$ cat config.mk
export PLATFORM = sky130hd
export DESIGN_NAME = down_count_timer
export DESIGN_NICKNAME = d
export VERILOG_FILES = /design/src/rtl/down_count_timer.sv
export SDC_FILE = /design/constraint.sdc
export NUM_CORES = 1
export LEC_CHECK = 0
export CORE_UTILIZATION = 57
export CTS_BUF_LIST = sky130_fd_sc_hd__clkbuf_16
export CTS_CLUSTER_SIZE = 25
export DETAILED_ROUTE_END_ITERATION = 12
export HOLD_SLACK_MARGIN = 0.03
export MAX_ROUTING_LAYER = met4
export PLACE_DENSITY = 0.95
export SLEW_MARGIN = 30
export SYNTH_ARGS = -nofsm -noshare
export SYNTH_HDL_FRONTEND = slang
export SYNTH_SLANG_ARGS = --single-unit
export TNS_END_PERCENT = 20
$ cat constraint.sdc
create_clock -name clk -period 2.65 [get_ports clk]
set_input_delay 0.3975 -clock clk [delete_from_list [all_inputs] [get_ports clk]]
set_output_delay 0.3975 -clock clk [all_outputs]
set_load 0.1 [all_outputs]
$ cat src/rtl/down_count_timer.sv
// Loadable n-bit down-counter timer with run/done handshake and optional auto-reload.
// The counter saturates at zero; it never wraps to all-ones.
module down_count_timer #(
    parameter int n = 8
) (
    input  logic         clk,
    input  logic         clr,
    input  logic         ld,
    input  logic [n-1:0] D,
    input  logic         start,
    input  logic         pause,
    input  logic         auto,
    output logic [n-1:0] count,
    output logic         busy,
    output logic         done,
    output logic         zero
);

    typedef enum logic [1:0] {
        S_IDLE = 2'd0,
        S_RUN  = 2'd1,
        S_DONE = 2'd2
    } state_t;

    localparam logic [n-1:0] ONE = {{(n-1){1'b0}}, 1'b1};

    state_t       r_state;
    logic [n-1:0] r_count;
    logic [n-1:0] r_reload;
    logic         r_busy;
    logic         r_done;

    always_ff @(posedge clk or posedge clr) begin
        if (clr) begin
            r_state  <= S_IDLE;
            r_count  <= '0;
            r_reload <= '0;
            r_busy   <= 1'b0;
            r_done   <= 1'b0;
        end else begin
            case (r_state)
                S_IDLE: begin
                    if (ld) begin
                        r_reload <= D;
                        r_count  <= D;
                    end else if (start) begin
                        if (r_count != '0) begin
                            r_state <= S_RUN;
                            r_busy  <= 1'b1;
                        end else begin
                            r_state <= S_DONE;
                            r_done  <= 1'b1;
                        end
                    end
                end

                S_RUN: begin
                    if (ld) begin
                        r_reload <= D;
                        r_count  <= D;
                        if (D == '0) begin
                            r_state <= S_DONE;
                            r_busy  <= 1'b0;
                            r_done  <= 1'b1;
                        end
                    end else if (!pause) begin
                        // Zero in RUN is unreachable, but finish rather than wrap if it ever occurs.
                        if (r_count <= ONE) begin
                            r_count <= '0;
                            r_state <= S_DONE;
                            r_busy  <= 1'b0;
                            r_done  <= 1'b1;
                        end else begin
                            r_count <= r_count - ONE;
                        end
                    end
                end

                S_DONE: begin
                    r_done <= 1'b0;
                    if (ld) begin
                        r_reload <= D;
                        r_count  <= D;
                        r_state  <= S_IDLE;
                    end else if (auto && (r_reload != '0)) begin
                        r_count <= r_reload;
                        r_state <= S_RUN;
                        r_busy  <= 1'b1;
                    end else begin
                        r_count <= '0;
                        r_state <= S_IDLE;
                    end
                end

                default: begin
                    r_state <= S_IDLE;
                    r_count <= '0;
                    r_busy  <= 1'b0;
                    r_done  <= 1'b0;
                end
            endcase
        end
    end

    assign count = r_count;
    assign busy  = r_busy;
    assign done  = r_done;
    assign zero  = (r_count == '0);

endmodule
Yosys cells after proc, flatten, opt, wreduce, memory -nomap -nowiden. Index checks and enable logic that the tools add are counted.

Register bits: 20. Logic and storage cells: 66. Input port bits: 14.

Order comparisons: 1. Reduce and logical (&&, ||, !) cells: 12. Add/subtract/negate cells: 1. Equal/unequal tests: 12. Muxes and demuxes: 35.

Operators with widths (number): $mux W8 (6); $pmux W8 S3 (1); $mux W1 (18); $logic_not A8 Y1 (2); $reduce_bool A8 Y1 (2); $mux W2 (7); $ne A2 B2 Y1 const B (7); $ne A3 B3 Y1 const B (3); $le A8 B1 Y1 const B (1); $reduce_and A8 Y1 (1); $sub A8 B1 Y8 const B (1); $pmux W2 S3 (1); $reduce_and A6 Y1 (1); $reduce_and A5 Y1 (1); $reduce_and A2 Y1 (2); $pmux W1 S3 (1); $reduce_or A3 Y1 (1); $eq A2 B1 Y1 const B (1); $eq A2 B2 Y1 const B (1); $logic_not A2 Y1 (1); $pmux W1 S2 (1); $logic_and A1 B1 Y1 (1).

Logic depth before layout (Yosys ltp).
Depth after elaboration: 5. Gate-level depth with buffers: 6. Gate-level depth less buffers: 6.

Least setup slack after synthesis. OpenSTA, ideal clock, no wires.

Kind: register to register. Start point: register r_count[2] (netlist: count[2]). End point: register r_done (netlist: done). Cell stages (with the launch flop): 5. Library setup time: 0.078 ns. Arrival: 2.457 ns. Buffers on the path: 0. Required time: 2.572 ns. Clock period less this slack: 2.535 ns. Path slack: 0.115 ns. Cell sequence: dfrtp_1 nor3_2 and3_1 o2111ai_1 a21oi_1.

Longest elaborated chain between the ends: 3.

RTL lines: start, declared (RTL line 28) `logic [n-1:0] r_count;`; start signal, assigned (RTL line 74) `r_count <= r_count - ONE;`; start signal, assigned (RTL line 86) `r_count <= r_reload;`; $le A8 B1 Y1 or $reduce_bool A8 Y1 (tied branches) (RTL line 68, 47); $ne A3 B3 Y1 (no source line) or $ne A2 B2 Y1 (tied branches); $reduce_and A6 Y1 (no source line) *; end signal, assigned (RTL line 64) `r_done <= 1'b1;`; end signal, assigned (RTL line 72) `r_done <= 1'b1;`; end signal, assigned (RTL line 80) `r_done <= 1'b0;`; end, declared (RTL line 31) `logic r_done;`.

Every way passes the cells marked *; elsewhere a longest branch is shown, timed or not. A chain may end at the register's enable or synchronous reset.

Final worst setup path.
Start point: register r_state[1]. End point: register r_count[4] (netlist: count[4]).

Longest elaborated chain between the ends: 3.

RTL lines: start, declared (RTL line 27) `state_t r_state;`; start signal, assigned (RTL line 35) `r_state <= S_IDLE;`; start signal, assigned (RTL line 48) `r_state <= S_RUN;`; start signal, assigned (RTL line 51) `r_state <= S_DONE;`; $eq A2 B1 Y1 or $logic_not A2 Y1 (tied branches) (RTL line 41) `case (r_state)`; $ne A3 B3 Y1 (no source line) or $ne A2 B2 Y1 (tied branches); $reduce_and A2 Y1 (no source line).

Several ways; a longest one is shown, not always the timed one.

==> metrics.txt <==
status=complete, no violations; Max FO, Critical Path=23; Via density=6.85; RR Endpoint=count[4]; top post-synthesis cells by area=dfrtp_1 34%, mux2_2 4.6%, nor3_1 3.4%; slowest stage cell, crit path=dfrtp_1; largest net degree at the start of global routing=24; switching power=roughly 1.4 mW; vias in the first global route=1,352; synth unique cells=52; # IOs=25; Fin. Hold Viols=0; RSZ-0062 raised after global routing=no; Crit Path Category=reg2reg; Internal=1.15 mW; Post-Syn Area=between 1000 and 1500 sq um; setup TNS=0 ns; design area=1790 sq um; Net count, final=204; worst skew pair latency=about 0.25 ns; Root Driver=clkbuf_16; Most common cell on crit path=a221o_1; number of routed nets with antenna violations=0; power density over cell area=1430 nW/um^2; Max Cap Violations=0; top-area cell type share of the netlist area=0.342; Clock Sinks=20; total gr overflow=0; initial antenna violation count=0; Cells on Worst Hold Path=2; synthesized instance count=162; Routed WL per cell=around 18 um; WP data required=2.84 ns; Yosys warning count=0; worst hold path type=reg2reg; worst r2r path cells=4; Slowest Stage Delay on Critical Path=0.63 ns; hold_buf cts=0; drt pass-1 iters=5; Clock power frac=0.120; CTS max path bufs=2; filler instances=166; relative max-transition margin=0.487; clock transition at the registers of the reported paths=0.05 ns; GRT Total Usage=0.335; most common cell in the netlist=dfrtp_1; Worst Tran Pin Value=between 0.7 and 0.8 ns; Routability Congestion=~0.94; critical path, cell by cell=nand2b_1 > a221o_1 > a2111oi_0 > a221o_1; FP Rows=17; # diodes=0; Sequential Power Share=0.248; die area=roughly 2800 sq um; RR Startpoint=r_state[1]; layout cells sized above 1=0.173; ys flop type=dfrtp_1; CP endpoint kind=register; fin crit period=slightly above 2 ns; CP endpoint=count[4]; CORE AREA=2320 sq um; cts bufs inserted=3; Yosys reg bits=20; FMAX=slightly below 500 MHz; postcts setup bufs=0; Startpoint Class=register; DP Area=between 1500 and 2000 sq um; Gate power share=0.632; fraction of registers with async set/reset=1.00; Chip Width=52.7 um; CTS H-tree lvls=1; Synth top cells by count=20 x dfrtp_1, 12 x inv_1, 10 x nor3_1; post_cts resized=0; DRC viols=0; origin of the worst setup path=r_state[1]; Post-synth EDFFs=0; Setup Skew=about 0.00086 ns; CTS tree=built; first-pass GRT wire length=6.42 mm; I/O Buffers=24; Slew Limit Fails=0; area leader, netlist=dfrtp_1; P_leak=~0.75 nW; internal reg-to-reg setup slack=around 0.63 ns; DRT iter0 DRCs=59; Initial Utilization=0.631; detailed placement HPWL=a little under 3 mm; Max IR drop VDD=1190 uV; sequential area share after synthesis=0.342; Synth Area per Inst=9.04 sq um; crit share post-route=0.761; vias after detailed routing=1,458; CP arrival=approximately 2.2 ns; # setup viols final=0; DRT Wirelength=a little under 4 mm; Net Count, Synth=approximately 180; Syn-to-layout area delta=22.6%; Sw Ratio=0.551; Chip Height=about 53 um
metrics by stage:
stage          hold slack, ns  std cells  total power [mW]  setup WS [ns]   util
6_report                0.519        213              2.56          0.635  0.774
5_1_grt                 0.562        213              2.69          0.537  0.774
4_1_cts                 0.522        213              2.54          0.683  0.774
3_5_place_dp            0.513        210              2.23          0.530  0.742
3_3_place_gp            0.504        210              2.20          0.572  0.742
2_1_floorplan           0.361        162              1.86          0.115      -
layout make-up:
type | instances | area (sq um) | area share
inverters | 12 | 45.0 | 0.0251
well taps | 28 | 35.0 | 0.0195
clock buffers | 3 | 75.1 | 0.0418
repair buffers | 30 | 270 | 0.151
flip-flops and latches | 20 | 500 | 0.279
multi-input cells | 120 | 868 | 0.484
logic make-up (layout without fill, tap and decap cells):
logic type / after synthesis / in the layout / share of synthesized area
XOR/XNOR: 1 / 1 / 0.00598
AO/OA/AOI/OAI: 49 / 49 / 0.256
flip-flops: 20 / 20 / 0.342
buffers and inverters: 22 / 45 / 0.0649
adder cells (fa/ha/maj): 3 / 3 / 0.0256
AND/OR/NAND/NOR: 59 / 59 / 0.245
multiplexers: 8 / 8 / 0.0598
routing by layer:
layer,share of wire,vias to the layer above,track usage,wire [um]
li1,-,660,-,-
met1,0.41,703,0.418,1600
met2,0.49,85,0.544,1900
met3,0.077,10,0.0406,299
met4,0.025,0,0.145,97
met5,0,-,-,0
worst max-delay path: cells and delay by family (launching register included):
kind / cells / cell delay, ns
compound gates: 3 / 0.99
flops: 1 / 0.63
simple gates: 1 / 0.33
placed cells by master (no fill, tap or decap), drive strengths merged, types with 2 or more instances in the layout:
cell type / netlist / final
nor3: 13 / 13
a221o: 4 / 4
or3: 2 / 2
nand2: 7 / 7
nor2b: 6 / 6
nand3: 4 / 4
a211oi: 2 / 2
nor4: 2 / 2
mux2: 6 / 6
clkdlybuf4s50: 0 / 13
o31ai: 3 / 3
mux2i: 2 / 2
o2111ai: 4 / 4
and3b: 2 / 2
nor4b: 3 / 3
buf: 6 / 17
o311ai: 2 / 2
ha: 3 / 3
a32o: 3 / 3
inv: 12 / 12
nor3b: 2 / 2
nand2b: 4 / 4
and3: 2 / 2
dfrtp: 20 / 20
o21ai: 9 / 9
nand4b: 2 / 2
nor2: 7 / 7
a22o: 2 / 2
clkbuf: 4 / 3
a21oi: 8 / 8
power by group through the flow:
stage	clock (mW)	sequential (mW)	combinational, mW
after floorplan	0	1.08	0.776
after global placement	0	0.623	1.57
after detailed placement	0	0.630	1.60
after CTS	0.308	0.625	1.61
after global routing	0.323	0.654	1.72
final	0.306	0.636	1.62
flip-flops by register name (all words and copies together), names as in the netlist:
name,count
done,1
r_reload,8
count,8
r_state,2
busy,1
how the worst min path moves through the flow:
stage,slack (ns),from,end
2_1_floorplan,0.36,clr,busy
3_3_place_gp,0.50,done,done
3_5_place_dp,0.51,done,done
4_1_cts,0.52,done,done
5_1_grt,0.56,r_reload[7],r_reload[7]
6_report,0.52,done,done
Note: power is estimated with default switching activity, not from simulation.
